===== config.mk =====
export PLATFORM = sky130hd
export DESIGN_NAME = lsu
export DESIGN_NICKNAME = d
export VERILOG_FILES = /design/src/rtl/lsu_pkg.sv /design/src/rtl/lsu_load_align.sv /design/src/rtl/lsu.sv
export SDC_FILE = /design/constraint.sdc
export NUM_CORES = 1
export LEC_CHECK = 0
export BUFFER_PORTS_ARGS = -buffer_cell sky130_fd_sc_hd__clkbuf_2
export CAP_MARGIN = 20
export CORE_MARGIN = 8
export CORE_UTILIZATION = 36
export DETAILED_ROUTE_END_ITERATION = 8
export PLACE_DENSITY = 0.57
export REMOVE_ABC_BUFFERS = 1
export SYNTH_ARGS = -nofsm -noshare
export SYNTH_HDL_FRONTEND = slang
export SYNTH_SLANG_ARGS = --single-unit
export TNS_END_PERCENT = 20

===== constraint.sdc =====
create_clock -name i_clk -period 4.2 [get_ports i_clk]
set_input_delay 0 -clock i_clk [delete_from_list [all_inputs] [get_ports i_clk]]
set_output_delay 0 -clock i_clk [all_outputs]
set_load 0.005 [all_outputs]

===== src/rtl/lsu_pkg.sv =====
// Shared definitions for the load/store unit: funct3 encodings, FSM states,
// and the legality/alignment check applied at request accept.
package lsu_pkg;

  localparam logic [2:0] F3_B  = 3'b000;
  localparam logic [2:0] F3_H  = 3'b001;
  localparam logic [2:0] F3_W  = 3'b010;
  localparam logic [2:0] F3_BU = 3'b100;
  localparam logic [2:0] F3_HU = 3'b101;

  typedef enum logic [1:0] {
    IDLE   = 2'd0,
    ACCESS = 2'd1,
    WRITE  = 2'd2,
    RESP   = 2'd3
  } lsu_state_t;

  // 1 when the request has a legal funct3 and a naturally aligned address.
  function automatic logic req_ok(input logic we, input logic [2:0] f3,
                                  input logic [1:0] a);
    logic ok;
    ok = 1'b0;
    if (we) begin
      case (f3)
        F3_B:    ok = 1'b1;
        F3_H:    ok = ~a[0];
        F3_W:    ok = (a == 2'b00);
        default: ok = 1'b0;
      endcase
    end else begin
      case (f3)
        F3_B, F3_BU: ok = 1'b1;
        F3_H, F3_HU: ok = ~a[0];
        F3_W:        ok = (a == 2'b00);
        default:     ok = 1'b0;
      endcase
    end
    return ok;
  endfunction

endpackage


===== src/rtl/lsu_load_align.sv =====
// Load lane extraction: picks the byte/halfword addressed within the word and
// sign- or zero-extends it to 32 bits.
module lsu_load_align
  import lsu_pkg::*;
(
  input  logic [31:0] rdata,
  input  logic [1:0]  addr,
  input  logic [2:0]  funct3,
  output logic [31:0] data
);

  logic [7:0]  lane_b;
  logic [15:0] lane_h;

  // Select the addressed lane, then extend according to funct3.
  always_comb begin
    case (addr)
      2'd0:    lane_b = rdata[7:0];
      2'd1:    lane_b = rdata[15:8];
      2'd2:    lane_b = rdata[23:16];
      default: lane_b = rdata[31:24];
    endcase
    lane_h = addr[1] ? rdata[31:16] : rdata[15:0];
    case (funct3)
      F3_B:    data = {{24{lane_b[7]}}, lane_b};
      F3_H:    data = {{16{lane_h[15]}}, lane_h};
      F3_BU:   data = {24'd0, lane_b};
      F3_HU:   data = {16'd0, lane_h};
      F3_W:    data = rdata;
      default: data = 32'd0;
    endcase
  end

endmodule


===== src/rtl/lsu.sv =====
// Load/store unit: one request at a time, alignment check at accept,
// read-modify-write for sub-word stores, valid/ready response to writeback.
module lsu
  import lsu_pkg::*;
(
  input  logic        i_clk,
  input  logic        i_rst,
  input  logic        i_req_valid,
  output logic        o_req_ready,
  input  logic        i_req_we,
  input  logic [2:0]  i_req_funct3,
  input  logic [31:0] i_req_addr,
  input  logic [31:0] i_req_wdata,
  input  logic [4:0]  i_req_rd,
  output logic        o_mem_we,
  output logic [31:0] o_mem_addr,
  output logic [31:0] o_mem_wdata,
  input  logic [31:0] i_mem_rdata,
  output logic        o_rsp_valid,
  input  logic        i_rsp_ready,
  output logic [31:0] o_rsp_data,
  output logic [4:0]  o_rsp_rd,
  output logic        o_rsp_is_load,
  output logic        o_rsp_err
);

  lsu_state_t  state;
  logic        cap_we;
  logic [2:0]  cap_f3;
  logic [31:0] cap_addr;
  logic [31:0] cap_wdata;
  logic [4:0]  cap_rd;
  logic [31:0] merged;
  logic [31:0] merge_word;
  logic [31:0] load_val;

  lsu_load_align u_align (
    .rdata  (i_mem_rdata),
    .addr   (cap_addr[1:0]),
    .funct3 (cap_f3),
    .data   (load_val)
  );

  // Replace the addressed byte/halfword of the current memory word with store data.
  always_comb begin
    merge_word = i_mem_rdata;
    if (cap_f3 == F3_B) begin
      case (cap_addr[1:0])
        2'd0:    merge_word[7:0]   = cap_wdata[7:0];
        2'd1:    merge_word[15:8]  = cap_wdata[7:0];
        2'd2:    merge_word[23:16] = cap_wdata[7:0];
        default: merge_word[31:24] = cap_wdata[7:0];
      endcase
    end else if (cap_addr[1]) begin
      merge_word[31:16] = cap_wdata[15:0];
    end else begin
      merge_word[15:0] = cap_wdata[15:0];
    end
  end

  // Memory-side outputs; write enable is gated by reset so a reset during
  // ACCESS/WRITE can never commit a write.
  always_comb begin
    o_mem_addr  = cap_addr;
    o_mem_we    = 1'b0;
    o_mem_wdata = 32'd0;
    if (state == ACCESS) begin
      o_mem_wdata = cap_wdata;
      o_mem_we    = cap_we && (cap_f3 == F3_W);
    end else if (state == WRITE) begin
      o_mem_wdata = merged;
      o_mem_we    = 1'b1;
    end
    if (i_rst) o_mem_we = 1'b0;
  end

  assign o_req_ready = (state == IDLE);
  assign o_rsp_valid = (state == RESP);

  // Request FSM with registered response fields.
  always_ff @(posedge i_clk) begin
    if (i_rst) begin
      state         <= IDLE;
      cap_we        <= 1'b0;
      cap_f3        <= 3'd0;
      cap_addr      <= 32'd0;
      cap_wdata     <= 32'd0;
      cap_rd        <= 5'd0;
      merged        <= 32'd0;
      o_rsp_data    <= 32'd0;
      o_rsp_rd      <= 5'd0;
      o_rsp_is_load <= 1'b0;
      o_rsp_err     <= 1'b0;
    end else begin
      case (state)
        IDLE: if (i_req_valid) begin
          cap_we    <= i_req_we;
          cap_f3    <= i_req_funct3;
          cap_addr  <= i_req_addr;
          cap_wdata <= i_req_wdata;
          cap_rd    <= i_req_rd;
          if (req_ok(i_req_we, i_req_funct3, i_req_addr[1:0])) begin
            state <= ACCESS;
          end else begin
            state         <= RESP;
            o_rsp_err     <= 1'b1;
            o_rsp_data    <= 32'd0;
            o_rsp_rd      <= i_req_we ? 5'd0 : i_req_rd;
            o_rsp_is_load <= ~i_req_we;
          end
        end
        ACCESS: begin
          if (!cap_we) begin
            o_rsp_data    <= load_val;
            o_rsp_rd      <= cap_rd;
            o_rsp_is_load <= 1'b1;
            o_rsp_err     <= 1'b0;
            state         <= RESP;
          end else if (cap_f3 == F3_W) begin
            o_rsp_data    <= 32'd0;
            o_rsp_rd      <= 5'd0;
            o_rsp_is_load <= 1'b0;
            o_rsp_err     <= 1'b0;
            state         <= RESP;
          end else begin
            merged <= merge_word;
            state  <= WRITE;
          end
        end
        WRITE: begin
          o_rsp_data    <= 32'd0;
          o_rsp_rd      <= 5'd0;
          o_rsp_is_load <= 1'b0;
          o_rsp_err     <= 1'b0;
          state         <= RESP;
        end
        default: if (i_rsp_ready) begin
          o_rsp_data    <= 32'd0;
          o_rsp_rd      <= 5'd0;
          o_rsp_is_load <= 1'b0;
          o_rsp_err     <= 1'b0;
          state         <= IDLE;
        end
      endcase
    end
  end

endmodule


==> results.cfg <==
[pwr]
p_comb_share_pct = 30.8
clockPowerShare_pct = 33.8
powerDensity_nw_per_um2 = 520.9
peakVddDrop_v = 0.0003539
p_int_mw = 3.275
sw_frac_of_total_pct = 34.95
p_seq_share_pct = 35.4
leakagePower_nw = 4.025
p_sw_mw = 1.759
finalPower_mw = 5.034

[die]
die_y_um = 153.6
io_pins = 215
rows = 50
die_area_um2 = 23590
start_util_pct = 36.56
die_w_um = 153.6
core_region_area_um2 = 18640

[critical_path]
cp_slowest_cell = dfxtp_1
critPathMaxStageDelay_ns = 0.93
path_max_fanout = 21
path_cells = inv_1 -> a21o_1 -> a221oi_1 -> dlygate4sd3_1 -> o2bb2ai_1
path_delay_family = buffers and inverters
crit_buf_inv = 2
rrSetupSlack_ns = 1.34
rr_worst_depth = 5
worstPathRequired_ns = 4.49
crit_arrival_ns = 3.16
critical_path_class = reg2reg
start_kind = flip-flop
r2r-end = o_rsp_data[13]
r2r_start = o_mem_addr[1]
endpoint_kind = flip-flop

[yosys]
syn_area_per_cell_um2 = 8.333
synthDistinctLibCells = 49
synthTopCellsByArea = dfxtp_1, nand2_1, a21oi_1
synth_top_area_cell = dfxtp_1
synthCells = 818
synth_warnings = 0
synth_edf_count = 0
yosysSeqAreaShare_pct = 42.88
ys.flop_type = dfxtp_1
async_reset_ff_share_pct = 0
synth-seq-cells = 146
yosysTopAreaCellShare_pct = 42.88
synth_area_um2 = 6817

[sta]
setup_viol = 0
worst_slack_ns = 1.337
slew_headroom_pct = 37.42
finalHoldViolations = 0
fmax_mhz = 349.3
fin_crit_sh_pct = 68.16
rsz0062_at_grt = false
slew_viol_final = 0
tns_ns = 0
post-route-min-period_ns = 2.863
fin_skew_ns = 0.007387
tightest_slew_ns = 0.9375

[place]
dp_cells = 1198
pre_cts_ws_ns = 1.408
portBuffers = 214
hpwl_mm = 15.77
place_congestion = 0.7742

[route]
drt_iter0_drc = 418
routed_wl_mm = 23.74
drt-vias-per-instance = 5.194
antenna_left = 0
firstDrtPassIters = 7
dr_total_vias = 6971
wl_per_cell_um = 17.69
drcViolationCount = 0

[cells_and_area]
final_common_cell = nand2_1
drive_gt1_share_pct = 27.17
final_nets = 1208
area_delta_synth_final_pct = 41.78
antennaDiodeCount = 0
mostFrequentLayoutCells = nand2_1, clkbuf_2, dfxtp_1, dlygate4sd3_1, a21oi_1
fin_cells = 1342

[global_route]
grt.overflow.total = 0
grt_pass1_wl_mm = 38.18
grtUsageTotal_pct = 19.93
grt_max_degree = 76
antenna_found_initial = 0
grt_pass1_vias = 7026

[flow_run]
cap_violations = 0

[clocking]
htreeDepth = 4
numCtsBuffers = 17
cts_sinks = 146
cts_root_buf = clkbuf_16
clock_path_buffers = 2
postCtsSetupBuffers = 0
cts_tree = done
clk_latency_ns = 0.42
path_clk_slew_ns = 0.07

[run_status]
status = finished clean

[worst_hold_path]
hp-class = in2reg
min-delay-start = i_mem_rdata[30]
hold_end = o_rsp_data[14]
holdPathStages = 3
==> worst reg2reg max path: cells and delay by family, from the launching register on <==
family	cells	cell delay, ns
buf+inv	2	1.11
flops	1	0.93
compound gates	3	0.69
==> state kept, by name, summed over array words and instances (netlist names) <==
name	count
merged	32
cap_rd	5
o_rsp_rd	5
cap_we	1
o_rsp_is_load	1
o_mem_addr	32
cap_wdata	32
state	2
o_rsp_err	1
o_rsp_data	32
cap_f3	3
==> area by class of cell <==
type | instances | area (um^2)
well taps | 234 | 292.8
flip-flops and latches | 146 | 2923
multi-input cells | 592 | 3527
repair buffers | 334 | 2252
inverters | 4 | 15.01
fillers | 1786 | 8979
clock buffers | 18 | 429.2
clock inverters | 14 | 225.2
==> power by group through the flow <==
| stage | sequential, mW | combinational [mW] | clock [mW] |
|---|---|---|---|
| floorplan | 1.78 | 0.891 | 0 |
| global placement | 1.81 | 1.43 | 0 |
| detailed placement | 1.81 | 1.44 | 0 |
| CTS | 1.78 | 1.55 | 1.73 |
| global route | 1.81 | 1.72 | 1.81 |
| finish | 1.78 | 1.55 | 1.70 |
==> per-layer routing <==
layer | vias up | share of wire, % | GRT usage (%)
li1 | 3445 | - | -
met1 | 3257 | 44 | 25.28
met2 | 238 | 47 | 31.97
met3 | 31 | 6.7 | 5.689
met4 | 0 | 1.9 | 6.626
met5 | - | 0 | 0
==> worst max path at each step <==
stage | endpoint | cells past startpoint | slack, ns | from
6_report | o_rsp_data[13] | 5 | 1.34 | o_mem_addr[1]
5_1_grt | o_rsp_data[20] | 7 | 1.15 | state[1]
4_1_cts | o_rsp_data[11] | 5 | 1.38 | o_mem_addr[1]
3_5_place_dp | o_rsp_data[19] | 7 | 1.41 | state[1]
3_3_place_gp | o_rsp_data[16] | 7 | 1.48 | state[1]
2_1_floorplan | o_rsp_data[10] | 5 | 0.58 | state[1]
==> kinds of logic after synthesis <==
logic type	after synthesis	share of synthesized area, %
adder cells (fa/ha/maj)	4	0.7342
AO/OA/AOI/OAI	254	27.22
AND/OR/NAND/NOR	300	18.12
multiplexers	34	5.433
flip-flops	146	42.88
buffers and inverters	80	5.617
==> cell usage after synthesis (2+ instances only) <==
cell type  number
dfxtp_1       146
mux4_2          2
inv_1           3
o21ai_0        41
buf_1          10
nor2_1         38
buf_4           5
a211oi_1       16
nor3_1         17
a21oi_2         2
nor2b_1         4
and2_1          3
a221oi_1       24
a21oi_1        83
buf_6           7
nand2b_1        2
nand2_1       224
o2bb2ai_1      13
a21o_1          2
o2bb2ai_2      19
mux2i_1        28
a22oi_1        29
nand3_1         2
a211oi_2        7
o31ai_1         9
buf_2           9
ha_1            4
mux2_2          4
clkbuf_1       45
==> stage by stage <==
step	instance area (um^2)	hold slack (ns)	utilization, %
finish	9664	0.02792	51.84
global route	9664	0.02056	51.84
CTS	9657	0.01096	51.80
detailed placement	7891	0.2276	42.33
global placement	7891	0.2228	42.33
floorplan	6449	0.02765	-
==> what timing repair did <==
| item | CTS | global route |
|---|---|---|
| gates resized for setup | 0 | 0 |
| endpoints found under the hold margin | 131 | 0 |
| hold buffers | 111 | 0 |
Power figures use the tool's default switching activity.
